$ cat config.mk
export PLATFORM = sky130hd
export DESIGN_NAME = vote_tally_collector_flat
export DESIGN_NICKNAME = d
export VERILOG_FILES = /design/src/rtl/vote_tally_collector_if.sv /design/src/rtl/vote_tally_collector.sv /design/src/flat_wrapper.sv
export SDC_FILE = /design/constraint.sdc
export NUM_CORES = 1
export LEC_CHECK = 0
export BUFFER_PORTS_ARGS = -buffer_cell sky130_fd_sc_hd__buf_2
export CELL_PAD_IN_SITES_DETAIL_PLACEMENT = 1
export CELL_PAD_IN_SITES_GLOBAL_PLACEMENT = 1
export CORE_ASPECT_RATIO = 1.75
export CORE_MARGIN = 3
export CORE_UTILIZATION = 40
export CTS_CLUSTER_DIAMETER = 40
export DETAILED_ROUTE_END_ITERATION = 12
export GPL_ROUTABILITY_DRIVEN = 0
export PLACE_DENSITY = 0.81
export RECOVER_POWER = 50
export SKIP_CTS_REPAIR_TIMING = 1
export SYNTH_ARGS = -nofsm -noshare
export SYNTH_HDL_FRONTEND = slang
export SYNTH_SLANG_ARGS = --single-unit
$ cat constraint.sdc
create_clock -name clk -period 3.89 [get_ports clk]
set_clock_uncertainty 0.1 [all_clocks]
set_input_delay 0.5835 -clock clk [delete_from_list [all_inputs] [get_ports clk]]
set_output_delay 0.5835 -clock clk [all_outputs]
set_load 0.05 [all_outputs]
$ cat src/rtl/vote_tally_collector_if.sv
// rtl/vote_tally_collector_if.sv - session control, ballot and judge-vote handshakes
// Signals:
//   start, close               session control pulses
//   ballot_valid/id/ready      ballot handshake (ready driven by the collector)
//   judge_valid/vote/ready     judge-vote handshake (ready driven by the collector)
// Modports: master = vote source, slave = vote_tally_collector.
interface vote_tally_collector_if;
    logic       start;
    logic       close;
    logic       ballot_valid;
    logic [1:0] ballot_id;
    logic       ballot_ready;
    logic       judge_valid;
    logic [1:0] judge_vote;
    logic       judge_ready;

    modport master (
        output start, close, ballot_valid, ballot_id, judge_valid, judge_vote,
        input  ballot_ready, judge_ready
    );

    modport slave (
        input  start, close, ballot_valid, ballot_id, judge_valid, judge_vote,
        output ballot_ready, judge_ready
    );
endinterface

$ cat src/rtl/vote_tally_collector.sv
// rtl/vote_tally_collector.sv - serial ballot tally and judge-vote capture ahead of the result stage
// Ports:
//   clk, rst_n                 clock, asynchronous active-low reset
//   vif (slave)                start/close, ballot and judge-vote handshakes
//   VA..VD                     per-candidate counts (IDs 00..11), saturating
//   J1..J4                     judge votes in arrival order
//   tally_done                 session complete; counts/judges frozen while high
//   busy                       session in VOTING or JUDGING
//   overflow                   sticky: a ballot hit a saturated counter
// Optional: define VOTE_LIMIT_EN to end VOTING automatically after MAX_BALLOTS
// accepted ballots.
module vote_tally_collector #(
    parameter int CNT_W       = 6,
    parameter int MAX_BALLOTS = 63
) (
    input  logic                 clk,
    input  logic                 rst_n,
    vote_tally_collector_if.slave vif,
    output logic [CNT_W-1:0]     VA,
    output logic [CNT_W-1:0]     VB,
    output logic [CNT_W-1:0]     VC,
    output logic [CNT_W-1:0]     VD,
    output logic [1:0]           J1,
    output logic [1:0]           J2,
    output logic [1:0]           J3,
    output logic [1:0]           J4,
    output logic                 tally_done,
    output logic                 busy,
    output logic                 overflow
);

    typedef enum logic [1:0] {
        S_IDLE,
        S_VOTING,
        S_JUDGING,
        S_DONE
    } state_t;

    localparam logic [CNT_W-1:0] CNT_MAX = '1;

    state_t           state;
    state_t           next_state;
    logic [CNT_W-1:0] cnt [4];
    logic [1:0]       jreg [4];
    logic [1:0]       judge_idx;
    logic             ballot_ready;
    logic             judge_ready;
    logic             session_open;
    logic             limit_hit;
    logic             ballot_acc;
    logic             judge_acc;

`ifdef VOTE_LIMIT_EN
    localparam int TOT_W = $clog2(MAX_BALLOTS + 1);

    // Counts every accepted ballot, including ones dropped on a saturated
    // candidate counter, so the session limit is on ballots offered.
    logic [TOT_W-1:0] total;

    assign limit_hit = (total == TOT_W'(MAX_BALLOTS));

    always_ff @(posedge clk or negedge rst_n) begin
        if (!rst_n) begin
            total <= '0;
        end else if (session_open) begin
            total <= '0;
        end else if (ballot_acc) begin
            total <= total + 1'b1;
        end
    end
`else
    logic unused_limit;

    assign limit_hit    = 1'b0;
    assign unused_limit = (MAX_BALLOTS > 0);
`endif

    assign ballot_acc       = vif.ballot_valid & ballot_ready;
    assign judge_acc        = vif.judge_valid & judge_ready;
    assign vif.ballot_ready = ballot_ready;
    assign vif.judge_ready  = judge_ready;

    always_ff @(posedge clk or negedge rst_n) begin
        if (!rst_n) begin
            state <= S_IDLE;
        end else begin
            state <= next_state;
        end
    end

    always_comb begin
        next_state   = state;
        ballot_ready = 1'b0;
        judge_ready  = 1'b0;
        session_open = 1'b0;
        case (state)
            S_IDLE, S_DONE: begin
                if (vif.start) begin
                    next_state   = S_VOTING;
                    session_open = 1'b1;
                end
            end
            S_VOTING: begin
                // Once the limit is reached no further ballot is taken and
                // the session moves on exactly as if close had arrived.
                ballot_ready = ~limit_hit;
                if (vif.close || limit_hit) begin
                    next_state = S_JUDGING;
                end
            end
            S_JUDGING: begin
                judge_ready = 1'b1;
                if (vif.judge_valid && judge_idx == 2'd3) begin
                    next_state = S_DONE;
                end
            end
            default: next_state = S_IDLE;
        endcase
    end

    always_ff @(posedge clk or negedge rst_n) begin
        if (!rst_n) begin
            for (int i = 0; i < 4; i++) begin
                cnt[i] <= '0;
            end
            overflow <= 1'b0;
        end else if (session_open) begin
            for (int i = 0; i < 4; i++) begin
                cnt[i] <= '0;
            end
            overflow <= 1'b0;
        end else if (ballot_acc) begin
            if (cnt[vif.ballot_id] == CNT_MAX) begin
                overflow <= 1'b1;
            end else begin
                cnt[vif.ballot_id] <= cnt[vif.ballot_id] + 1'b1;
            end
        end
    end

    // The 2-bit index wraps back to 0 after the fourth vote, ready for the
    // next session without an explicit clear.
    always_ff @(posedge clk or negedge rst_n) begin
        if (!rst_n) begin
            for (int i = 0; i < 4; i++) begin
                jreg[i] <= 2'b00;
            end
            judge_idx <= 2'd0;
        end else if (session_open) begin
            for (int i = 0; i < 4; i++) begin
                jreg[i] <= 2'b00;
            end
            judge_idx <= 2'd0;
        end else if (judge_acc) begin
            jreg[judge_idx] <= vif.judge_vote;
            judge_idx       <= judge_idx + 2'd1;
        end
    end

    // Status flags follow the state the FSM is about to enter, so they are
    // registered yet line up with the state change.
    always_ff @(posedge clk or negedge rst_n) begin
        if (!rst_n) begin
            tally_done <= 1'b0;
            busy       <= 1'b0;
        end else begin
            tally_done <= (next_state == S_DONE);
            busy       <= (next_state == S_VOTING) || (next_state == S_JUDGING);
        end
    end

    assign VA = cnt[0];
    assign VB = cnt[1];
    assign VC = cnt[2];
    assign VD = cnt[3];
    assign J1 = jreg[0];
    assign J2 = jreg[1];
    assign J3 = jreg[2];
    assign J4 = jreg[3];

endmodule

$ cat src/flat_wrapper.sv
// flat-port wrapper written by rule: the top's interface ports become plain ports
module vote_tally_collector_flat 
#(
    parameter int CNT_W       = 6,
    parameter int MAX_BALLOTS = 63
)
  (clk, rst_n, VA, VB, VC, VD, J1, J2, J3, J4, tally_done, busy, overflow, vif_start, vif_close, vif_ballot_valid, vif_ballot_id, vif_judge_valid, vif_judge_vote, vif_ballot_ready, vif_judge_ready);
  vote_tally_collector_if vif_i ();
  input  logic clk;
  input  logic rst_n;
  output logic [CNT_W-1:0] VA;
  output logic [CNT_W-1:0] VB;
  output logic [CNT_W-1:0] VC;
  output logic [CNT_W-1:0] VD;
  output logic [1:0] J1;
  output logic [1:0] J2;
  output logic [1:0] J3;
  output logic [1:0] J4;
  output logic tally_done;
  output logic busy;
  output logic overflow;
  input wire logic [$bits(vif_i.start)-1:0] vif_start;
  input wire logic [$bits(vif_i.close)-1:0] vif_close;
  input wire logic [$bits(vif_i.ballot_valid)-1:0] vif_ballot_valid;
  input wire logic [$bits(vif_i.ballot_id)-1:0] vif_ballot_id;
  input wire logic [$bits(vif_i.judge_valid)-1:0] vif_judge_valid;
  input wire logic [$bits(vif_i.judge_vote)-1:0] vif_judge_vote;
  output wire logic [$bits(vif_i.ballot_ready)-1:0] vif_ballot_ready;
  output wire logic [$bits(vif_i.judge_ready)-1:0] vif_judge_ready;
  assign vif_i.start = vif_start;
  assign vif_i.close = vif_close;
  assign vif_i.ballot_valid = vif_ballot_valid;
  assign vif_i.ballot_id = vif_ballot_id;
  assign vif_i.judge_valid = vif_judge_valid;
  assign vif_i.judge_vote = vif_judge_vote;
  assign vif_ballot_ready = vif_i.ballot_ready;
  assign vif_judge_ready = vif_i.judge_ready;
  vote_tally_collector #(.CNT_W(CNT_W), .MAX_BALLOTS(MAX_BALLOTS)) u_core (.clk(clk), .rst_n(rst_n), .vif(vif_i), .VA(VA), .VB(VB), .VC(VC), .VD(VD), .J1(J1), .J2(J2), .J3(J3), .J4(J4), .tally_done(tally_done), .busy(busy), .overflow(overflow));
endmodule
# Word-level counts from Yosys, hierarchy flattened
# Cells that the tools add are included.
[classes] n_addsub=2 n_mul=0 n_div=0 n_lt_le_gt_ge=4 eq_ne=9 n_shift=0 muxes=27 n_bitwise=4 n_reduce_logical=11
[op_table] cell="$mux 24" count=3
[op_table] cell="$bwmux 24" count=1
[op_table] cell="$mux 6" count=3
[op_table] cell="$mux 8" count=2
[op_table] cell="$bmux 6 s2" count=1
[op_table] cell="$demux 6 s2" count=1
[op_table] cell="$mux 2" count=6
[op_table] cell="$eq 2x2->1 const B" count=5
[op_table] cell="$bwmux 8" count=1
[op_table] cell="$mux 1" count=7
[op_table] cell="$add 6x1->6 const B" count=1
[op_table] cell="$eq 6x6->1 const B" count=1
[op_table] cell="$ge 3x3->1 const B" count=2
[op_table] cell="$lt 3x1->1 const B" count=2
[op_table] cell="$not 2->3" count=2
[op_table] cell="$pmux 2 s3" count=1
[op_table] cell="$reduce_bool 2->1" count=3
[op_table] cell="$demux 2 s2" count=1
[op_table] cell="$eq 2x1->1 const B" count=2
[op_table] cell="$reduce_and 2->1" count=2
[op_table] cell="$logic_and 1x1->1" count=3
[op_table] cell="$add 2x1->2 const B" count=1
[op_table] cell="$and 1x1->1" count=2
[op_table] cell="$logic_not 2->1" count=1
[op_table] cell="other kinds (3)" count=3
[totals] register_bits=39 latchBits=0 mem_bits_rw=0 rom_bits=0 input_bits=10 output_inout_bits=37 wordCells=70 memories=0

# Longest topological paths before layout
# Gate-level depths: netlist of run 1.
[logic_depth] depth_word=9 depth_mapped=9 ltp_nobuf=7

# Least setup slack after synthesis of run 1
# No wires, ideal clock.
[synth_timing] kind="input-to-reg" start="input vif_ballot_id[0]" end="register u_core.cnt (netlist bit u_core.VD[1])" setup_ps=132 arrival_time_ps=2392 slack_ps=1266 cell_stages=9 path_buffers=2 cell_sequence="buf_4 mux4_2 ha_1 nor2b_1 a2bb2oi_2 o2111a_1 buf_6 mux2i_1 nor2_1"
[synth_via] elab_chain_len=9 word_cells_on_any_way=17 classes_between="add/sub (1); order compare (2); eq/ne (2); mux (9); bitwise (1); reduce/logical (2)"
[synth_lines] element="start, declared" line="flat_wrapper.sv:25" text="input wire logic [$bits(vif_i.ballot_id)-1:0] vif_ballot_id;"
[synth_lines] element="$not 2->3 (not written as such) (*)" line="vote_tally_collector.sv:133, vote_tally_collector.sv:136"
[synth_lines] element="$bmux 6 s2 (tied with other cells)" line="vote_tally_collector.sv:133, vote_tally_collector.sv:136"
[synth_lines] element="$mux 6 (not written as such) / $logic_and 1x1->1 (equally long branches)" line="vote_tally_collector.sv:133, vote_tally_collector.sv:136"
[synth_lines] element="$mux 6 (on tied branches)" line="vote_tally_collector.sv:133, vote_tally_collector.sv:136"
[synth_lines] element="$add 6x1->6 / $demux 6 s2 (equally long branches)" line="vote_tally_collector.sv:136" text="cnt[vif.ballot_id] <= cnt[vif.ballot_id] + 1'b1;"
[synth_lines] element="$bwmux 24" line="vote_tally_collector.sv:136"
[synth_lines] element="$mux 24" line="vote_tally_collector.sv:133" text="if (cnt[vif.ballot_id] == CNT_MAX) begin"
[synth_lines] element="$mux 24" line="vote_tally_collector.sv:132" text="end else if (ballot_acc) begin"
[synth_lines] element="$mux 24" line="vote_tally_collector.sv:127" text="end else if (session_open) begin"
[synth_lines] element="end signal, assigned by index" line="vote_tally_collector.sv:136"
[synth_lines] element="end, declared" line="vote_tally_collector.sv:43" text="logic [CNT_W-1:0] cnt [4];"
# Mark *: on every way between the ends. The rest lies on a longest branch, timed or not. The select of a mux whose other input is x is not followed.
# A chain may end at the register's enable or synchronous reset.

# Worst setup path in the final report of run 1
# Same ends and word-level chain as after synthesis.

==> run metrics, run 1 <==
outcome=finished, violations left; failing checks=capacitance limit, slew limit; GRT Resource Usage Total=18.9%; worst min-delay path class=reg2reg; Peak Freq=between 300 and 400 MHz; Synth top area share=between 40% and 50%; post-synthesis sequential area ratio=between 40% and 50%; clock sinks=39; final antenna-violating net count=0; Die W=59.9 um; # rows=33; Design Power=1.64 mW; launching point of the worst reg2reg path=u_core.VD[0]; Synth Warn #=0; Peak supply drop=~370 uV; Crit. End Element=flop; core area=4790 um2; die span in y=100 um; Max Fanout on Critical Path=13; Die ar.=6000 um2; first-pass GRT wire length=~8.5 mm; syn nets=~210; slew margin rel.=-38.6%; via/cell ratio=5.54; Setup TNS=0 ps; Starting Density=42.4%; CP Data Arrival Time=2870 ps; worst hold endpoint=u_core.overflow; dominant cells by area after synthesis=dfrtp_1, mux2i_1, ha_1, nor2_1, mux4_1; Post-Syn Area=2030 um2; initial antenna violation count=0; FF-to-FF End=u_core.VD[1]; Clock Path Buffers=2; hold path depth=1; Ports=between 40 and 50; Tmin final=2790 ps; CP startpoint kind=input pin; CP Class=in2reg; leak pwr=1.17 nW; violation count after the first detailed-route iteration=28; Post-layout nets=250; Max Slew Vio Count=40; Hold Path Origin=u_core.overflow; largest area contributor in the netlist=dfrtp_1; Synth cell types=32; residual DRC count=0; flop-to-flop setup slack=1320 ps; Clk pin slew, worst setup/hold paths=80 ps; Inserted Clock Buffers=5; share of cells above drive strength 1=18.1%; Req. time, crit path=3970 ps; input/output buffers=46; largest net degree at the start of global routing=40; vias in the first global route=about 1,700; Hold Vio Cnt, Final=0; Vias=1,574; # setup viols final=0; GRT overflow=0; PwrDens=about 700 nW/um2; Clk Latency, worst-skew pair=300 ps; CTS H-tree depth=2; DP HPWL=3.79 mm; n_diodes=0; first-pass detailed-route iteration total=4; routed len/inst=18.0 um; Max Cap Viol=1; Register-to-Register Path Depth=7; Avg Cell Area, Syn=10.9 um2; RSZ-0062 raised after global routing=false; Mapped Cells=around 190; Detailed Route WL=5.10 mm; root buf cell=clkbuf_8; Final Cycle Share=71.7%; Layout area overhead=15.1%; TritonCTS clock tree=built; worst slew pin tran=about 2100 ps; synthesis-stage register bit count=39
==> cells in the final DEF (no fill, tap or decap), types with 3 or more instances in the layout <==
master     instances
dfrtp_1           39
buf_2             28
nor2_1            26
clkbuf_1          18
mux2i_1           17
nand2_1           14
a21oi_1           13
ha_1               9
xnor2_1            8
nand3_1            8
o21ai_0            6
inv_1              5
clkbuf_8           5
nand2b_1           4
nor2b_1            3
mux4_1             3
o211a_1            3
o2bb2ai_1          3
==> cells in the mapped netlist (all sizes together) <==
library cell and instances:
o22ai 1, ha 9, o21a 2, and2 1
nand4 1, o31ai 1, dfrtp 39, mux4 5
mux2i 17, a31oi 1, nor2b 3, xnor2 8
nor2 26, a21oi 13, clkbuf 4, nand2 14
o211a 3, xor2 1, o2111a 1, o21ai 6
inv 5, a2bb2oi 1, o2bb2ai 3, nand2b 4
nand3 9, mux2 1, buf 6, nor3 2
==> per-layer routing <==
metal  GRT usage, %  share of wire (%)  up-vias
li1               -                  -      739
met1           20.3                 37      789
met3           3.09                3.6       13
met4           9.73                3.1        0
met2           33.8                 56       33
met5              0                  0        -
==> worst max-delay path by stage <==
stage,from,to,slack (ps),cells after the start
3_5_place_dp,vif_ballot_id[0],u_core.VD[1],780,8
3_3_place_gp,vif_ballot_id[0],u_core.VD[3],910,8
6_report,vif_ballot_id[0],u_core.VD[1],1100,8
5_1_grt,vif_ballot_id[0],u_core.VD[3],940,8
2_1_floorplan,vif_ballot_id[0],u_core.VD[1],1270,9
4_1_cts,vif_ballot_id[0],u_core.VD[1],1100,8
==> cell type report <==
| cell class | count | area (um2) |
|---|---|---|
| clock buffers | 5 | 68.8 |
| clock inverters | 3 | 20.0 |
| fillers | 553 | 2450 |
| inverters | 5 | 18.8 |
| multi-input cells | 133 | 976 |
| flip-flops and latches | 39 | 976 |
| well taps | 52 | 65.1 |
| repair buffers | 47 | 215 |
==> critical path, stage by stage <==
cell and delay (ps):
buf_2 280, mux4_2 590, ha_1 270, nor2b_1 150, a2bb2oi_2 240, o2111a_1 450, mux2i_1 250, nor2_1 50
==> per-stage QoR <==
| step | setup WS, ps | instances | instance area, um2 | utilization, % | hold WS [ps] |
|---|---|---|---|---|---|
| 2_1_floorplan | 1270 | 187 | 2030 | - | 188 |
| 3_3_place_gp | 906 | 276 | 2270 | 47.5 | 379 |
| 3_5_place_dp | 781 | 276 | 2270 | 47.5 | 383 |
| 4_1_cts | 1100 | 284 | 2360 | 49.3 | 335 |
| 5_1_grt | 936 | 284 | 2340 | 48.9 | 424 |
| 6_report | 1100 | 284 | 2340 | 48.9 | 400 |
==> registers in the layout, summed over array words and instances (netlist names) <==
| register | count |
|---|---|
| u_core.busy | 1 |
| u_core.VC | 6 |
| u_core.J4 | 2 |
| u_core.overflow | 1 |
| u_core.tally_done | 1 |
| u_core.VA | 6 |
| u_core.state | 2 |
| u_core.J2 | 2 |
| u_core.J1 | 2 |
| u_core.VD | 6 |
| u_core.judge_idx | 2 |
| u_core.J3 | 2 |
| u_core.VB | 6 |
==> cell families after synthesis <==
group                    Yosys count  share of synthesized area [%]
adder cells (fa/ha/maj)            9                           5.54
buffers and inverters             15                           3.94
AND/OR/NAND/NOR                   60                           13.1
multiplexers                      23                           15.0
flip-flops                        39                           48.0
AO/OA/AOI/OAI                     32                           10.5
XOR/XNOR                           9                           3.88
==> power breakdown <==
part           total [mW]  leakage [nW]  switching [mW]  internal, mW
clock               0.278        0.0402           0.153         0.125
combinational       0.798         0.595           0.585         0.213
sequential          0.565         0.531          0.0700         0.495
total                1.64          1.17           0.808         0.832
Note: power is estimated with default switching activity, not from simulation.
==> run 2: changes to the inputs <==
CORE_UTILIZATION = 37   (was 40)
PLACE_DENSITY = 0.79   (was 0.81)
clock period = 2.5 ns   (was 3.89 ns; I/O delays follow)
==> run metrics, run 2 (synthesized netlist as in run 1, its figures left out) <==
# rows=35 (was 33); flop-to-flop setup slack=110 ps (was 1320 ps); Max Slew Vio Count=40 (unchanged); violation count after the first detailed-route iteration=50 (was 28); core area=5300 um2 (was 4790 um2); Ports=47 (unchanged); share of cells above drive strength 1=23.8% (was 18.1%); Detailed Route WL=5.34 mm (was 5.10 mm); wl on met1=1.96 mm (was 1.91 mm); metal3 WL=168 um (was 186 um); Clk Latency, worst-skew pair=290 ps (was 300 ps); initial antenna violation count=0 (unchanged); Cell Area, Placed=2440 um2 (was 2270 um2); Register-to-Register Path Depth=9 (was 7); Post-layout nets=266 (was 250); Top Metal Used=met4 (unchanged); most frequent cells in the layout=dfrtp_1, buf_2, nor2_1 (unchanged); Tmin final=around 2400 ps; Die ar.=6450 um2 (was 6000 um2); Crit. Startpoint=u_core.VD[0] (was vif_ballot_id[0]); Inserted Clock Buffers=5 (unchanged); DP HPWL=4.09 mm (was 3.79 mm); root buf cell=clkbuf_8 (unchanged); FF-to-FF End=u_core.VC[2] (was u_core.VD[1]); Max Cap Viol=1 (unchanged); fin util=48.0% (was 48.9%); PwrDens=1080 nW/um2 (was 701 nW/um2); leak pwr=1.27 nW (was 1.17 nW); detailed-routed wire length on met2=3.09 mm (was 2.85 mm); Starting Density=38.3% (was 42.4%); launching point of the worst reg2reg path=u_core.VD[0] (unchanged); GRT Resource Usage Total=17.8% (was 18.9%); residual DRC count=0 (unchanged); Crit. End Element=flop (unchanged); Max Fanout on Critical Path=5 (was 13); Clock Path Buffers=2 (unchanged); post-route cell area=2540 um2 (was 2340 um2); largest net degree at the start of global routing=40 (unchanged); Hold Vio Cnt, Final=0 (unchanged); final antenna-violating net count=0 (unchanged); Design Power=2.75 mW (was 1.64 mW); # setup viols final=0 (unchanged); CTS H-tree depth=2 (unchanged); worst slew pin tran=2140 ps (was 2080 ps); RSZ-0062 raised after global routing=false (unchanged); Peak supply drop=485 uV (was 369 uV); first-pass detailed-route iteration total=4 (unchanged); Layout area overhead=25.2% (was 15.1%); CP startpoint kind=flop (was input pin); Final Cycle Share=95.5%; leading cell type in the layout, fill and taps excluded=dfrtp_1 (unchanged); Vias=1,637 (was 1,574); CP Class=reg2reg (was in2reg); routed len/inst=16.6 um (was 18.0 um); Die W=62.0 um (was 59.9 um); CP Data Arrival Time=2460 ps (was 2870 ps); worst min-delay path class=in2reg (was reg2reg); Req. time, crit path=2570 ps (was 3970 ps); die span in y=104 um (was 100 um); GRT overflow=0 (unchanged); Clk pin slew, worst setup/hold paths=80 ps (about the same); first-pass GRT wire length=8.56 mm (was 8.46 mm); n_diodes=0 (unchanged); via/cell ratio=5.08 (was 5.54); outcome=finished, violations left (unchanged); TritonCTS clock tree=built (unchanged); slew margin rel.=-42.9% (was -38.6%); input/output buffers=46 (unchanged); fillcell total=617 (was 553); vias in the first global route=1,732 (was 1,704); Setup TNS=0 ps (unchanged); Peak Freq=419 MHz; failing checks=capacitance limit, slew limit (unchanged); CP Capture Point=u_core.VC[2] (was u_core.VD[1]); clock sinks=39 (unchanged)
## run 2: metal layers
metal / global-route usage [%] / vias up
met4: 7.28 / 0
met5: 0 / -
met1: 18.7 / 820
met2: 32.3 / 37
met3: 2.86 / 11
li1: - / 769
## run 2: final cells by class
cell class	instances	area (um2)	share of cell area, %
Sequential cell	39	976	38.4
Timing Repair Buffer	63	359	14.1
Inverter	5	18.8	0.738
Clock inverter	2	35.0	1.38
Tap cell	74	92.6	3.64
Clock buffer	6	82.6	3.25
Multi-Input combinational cell	133	980	38.5
## run 2: worst min-delay path by stage
stage | depth (start not counted) | to | start | slack (ps)
floorplan | 0 | u_core.J1[0] | rst_n | -20
finish | 3 | u_core.J2[1] | vif_judge_vote[1] | 280
CTS | 1 | u_core.VB[4] | rst_n | 130
detailed placement | 1 | u_core.overflow | u_core.overflow | 390
global placement | 1 | u_core.overflow | u_core.overflow | 380
global route | 3 | u_core.J3[0] | vif_judge_vote[0] | 300
## run 2: worst max-delay path: stages, from the launching register on
cell       delay, ps
dfrtp_1          420
mux4_2           500
ha_2             220
nor2b_1          150
a2bb2oi_2        260
o211a_1          240
buf_4            140
buf_4            100
nand2b_1          90
a21oi_1           60
## run 2: metrics by stage
| stage | worst slack, ps | instances | hold WS, ps |
|---|---|---|---|
| finish | 112 | 322 | 285 |
| global route | 29.7 | 322 | 301 |
| CTS | -2.47 | 321 | 132 |
| detailed placement | -153 | 313 | 387 |
| global placement | -59.8 | 313 | 376 |
| floorplan | 15.2 | 187 | -20.6 |
## run 2: where the power goes
| part | leakage, nW | internal, mW | switching [mW] |
|---|---|---|---|
| Clock | 0.0612 | 0.323 | 0.220 |
| Combinational | 0.679 | 0.394 | 0.929 |
| Sequential | 0.531 | 0.770 | 0.111 |
==> run 3: changes to the inputs <==
CORE_UTILIZATION = 40   (was 37)
PLACE_DENSITY = 0.78   (was 0.79)
clock period = 2.7 ns   (was 2.5 ns; I/O delays follow)
==> run metrics, run 3 (synthesized netlist as in run 1, its figures left out) <==
CP startpoint kind=flop (unchanged); flop-to-flop setup slack=200 ps (was 110 ps); Starting Density=42.4% (was 38.3%); largest net degree at the start of global routing=40 (unchanged); outcome=finished, violations left (unchanged); slowest cell on the critical path=mux4_2 (unchanged); filler-free cell count of the finished design=288 (was 322); residual DRC count=0 (unchanged); n_diodes=0 (unchanged); hold path depth=3 (unchanged); Peak supply drop=529 uV (was 485 uV); input/output buffers=46 (unchanged); Final Cycle Share=92.5% (was 95.5%); violation count after the first detailed-route iteration=23 (was 50); leak pwr=1.19 nW (was 1.27 nW); register area=976 um2 (unchanged); DP HPWL=3.93 mm (was 4.09 mm); Place WS=-40.8 ps (was -153 ps); GRT overflow=0 (unchanged); Buf+Inv Stages, Crit Path=0 (was 2); Vias=1,569 (was 1,637); Peak Freq=401 MHz (was 419 MHz); Hold Vio Cnt, Final=0 (unchanged); # rows=33 (was 35); worst path cell trace=mux4_2 > ha_1 > nor2b_1 > a2bb2oi_2 > o211a_1 > mux2i_1 > nor2_1 (was mux4_2 > ha_2 > nor2b_1 > a2bb2oi_2 > o211a_1 > buf_4 > buf_4 > nand2b_1 > a21oi_1); Clock Path Buffers=2 (unchanged); via/cell ratio=5.45 (was 5.08); placed insts=280 (was 313); Layout area overhead=18.0% (was 25.2%); Ports=47 (unchanged); Max Cap Viol=1 (unchanged); CTS H-tree depth=2 (unchanged); Clk Latency, worst-skew pair=290 ps (about the same); worst hold endpoint=u_core.J3[1] (was u_core.J2[1]); core area=4790 um2 (was 5300 um2); Switching Fraction=46.6% (was 45.9%); proportion of power drawn by the clock network=20.1% (was 19.8%); GRT Resource Usage Total=18.8% (was 17.8%); sequential share of power=32.8% (was 32.1%); slew margin rel.=-37.8% (was -42.9%); Clk pin slew, worst setup/hold paths=80 ps (about the same); initial antenna violation count=0 (unchanged); FF-to-FF End=u_core.VB[1] (was u_core.VC[2]); vias in the first global route=1,699 (was 1,732); CP Class=reg2reg (unchanged); most frequent cells in the layout=dfrtp_1, buf_2, nor2_1 (unchanged); Largest stage delay, worst path=520 ps (was 500 ps); fillcell total=559 (was 617); Tmin final=2500 ps (was 2390 ps); RSZ-0062 raised after global routing=false (unchanged); Crit path max-delay family=multiplexers (was compound AO/OA/AOI/OAI gates); Die W=59.9 um (was 62.0 um); Max Slew Vio Count=40 (unchanged); fin worst setup slack=203 ps (was 112 ps); Logic pwr share=47.1% (was 48.2%); clock sinks=39 (unchanged); failing checks=capacitance limit, slew limit (unchanged); Die ar.=6000 um2 (was 6450 um2); Post-layout nets=254 (was 266); Pint=1.33 mW (was 1.49 mW); Design Power=2.49 mW (was 2.75 mW); Crit. End Element=flop (unchanged); PwrDens=1040 nW/um2 (was 1080 nW/um2); worst slew pin tran=2070 ps (was 2140 ps); CP Data Arrival Time=2560 ps (was 2460 ps); multi-input logic area=977 um2 (was 980 um2); root buf cell=clkbuf_8 (unchanged); launching point of the worst reg2reg path=u_core.VD[0] (unchanged); Hold Path Origin=vif_judge_vote[1] (unchanged); Register-to-Register Path Depth=7 (was 9); routed len/inst=17.7 um (was 16.6 um); Max Fanout on Critical Path=7 (was 5); first-pass GRT wire length=8.34 mm (was 8.56 mm); final antenna-violating net count=0 (unchanged); die span in y=100 um (was 104 um); Inserted Clock Buffers=5 (unchanged); leading cell type in the layout, fill and taps excluded=dfrtp_1 (unchanged); # setup viols final=0 (unchanged); Detailed Route WL=5.11 mm (was 5.34 mm); TritonCTS clock tree=built (unchanged); Req. time, crit path=2760 ps (was 2570 ps); first-pass detailed-route iteration total=4 (unchanged); share of cells above drive strength 1=20.3% (was 23.8%); NetSw=1.16 mW (was 1.26 mW); worst min-delay path class=in2reg (unchanged)
run 3: tightest hold or removal path, cell delays in order:
cell	delay, ps
buf_2	110
mux2i_1	60
nor2_1	80
run 3: layout make-up:
type / instances / area share [%]
clock buffer: 6 / 3.44
clock inverter: 2 / 1.46
inverter: 5 / 0.782
multi-input combinational: 133 / 40.7
timing repair buffer: 51 / 10.2
tap: 52 / 2.71
sequential: 39 / 40.7
run 3: worst max-delay path by stage:
stage	from	to	slack [ps]	cells after the start
after global placement	vif_ballot_id[0]	u_core.VD[3]	50	8
after global routing	u_core.VD[0]	u_core.VB[3]	40	7
final	u_core.VD[0]	u_core.VB[1]	200	7
after CTS	u_core.VD[0]	u_core.VC[1]	150	7
after detailed placement	vif_ballot_id[0]	u_core.VC[1]	-40	8
after floorplan	u_core.VD[0]	u_core.VD[1]	220	8
run 3: per-layer routing:
metal,global-route usage [%],vias to the layer above,share of wire (%)
met2,34.8,28,59
met1,19.4,787,36
li1,-,746,-
met5,0,-,0
met4,8.70,0,1.6
met3,3.22,8,3.1
run 3: metrics by stage:
| step | area (um2) | hold WS (ps) | utilization [%] | setup TNS (ps) |
|---|---|---|---|---|
| CTS | 2420 | 148 | 50.5 | 0 |
| floorplan | 2030 | 9.41 | - | 0 |
| detailed placement | 2300 | 379 | 48.1 | -140 |
| global route | 2400 | 323 | 50.1 | 0 |
| global placement | 2300 | 372 | 48.1 | 0 |
| finish | 2400 | 310 | 50.1 | 0 |
run 3: power groups by stage:
stage	sequential [mW]	combinational [mW]	clock, mW
CTS	0.819	1.20	0.516
floorplan	1.16	0.555	0
detailed placement	0.828	1.20	0
global route	0.836	1.28	0.536
finish	0.817	1.17	0.500
global placement	0.824	1.17	0
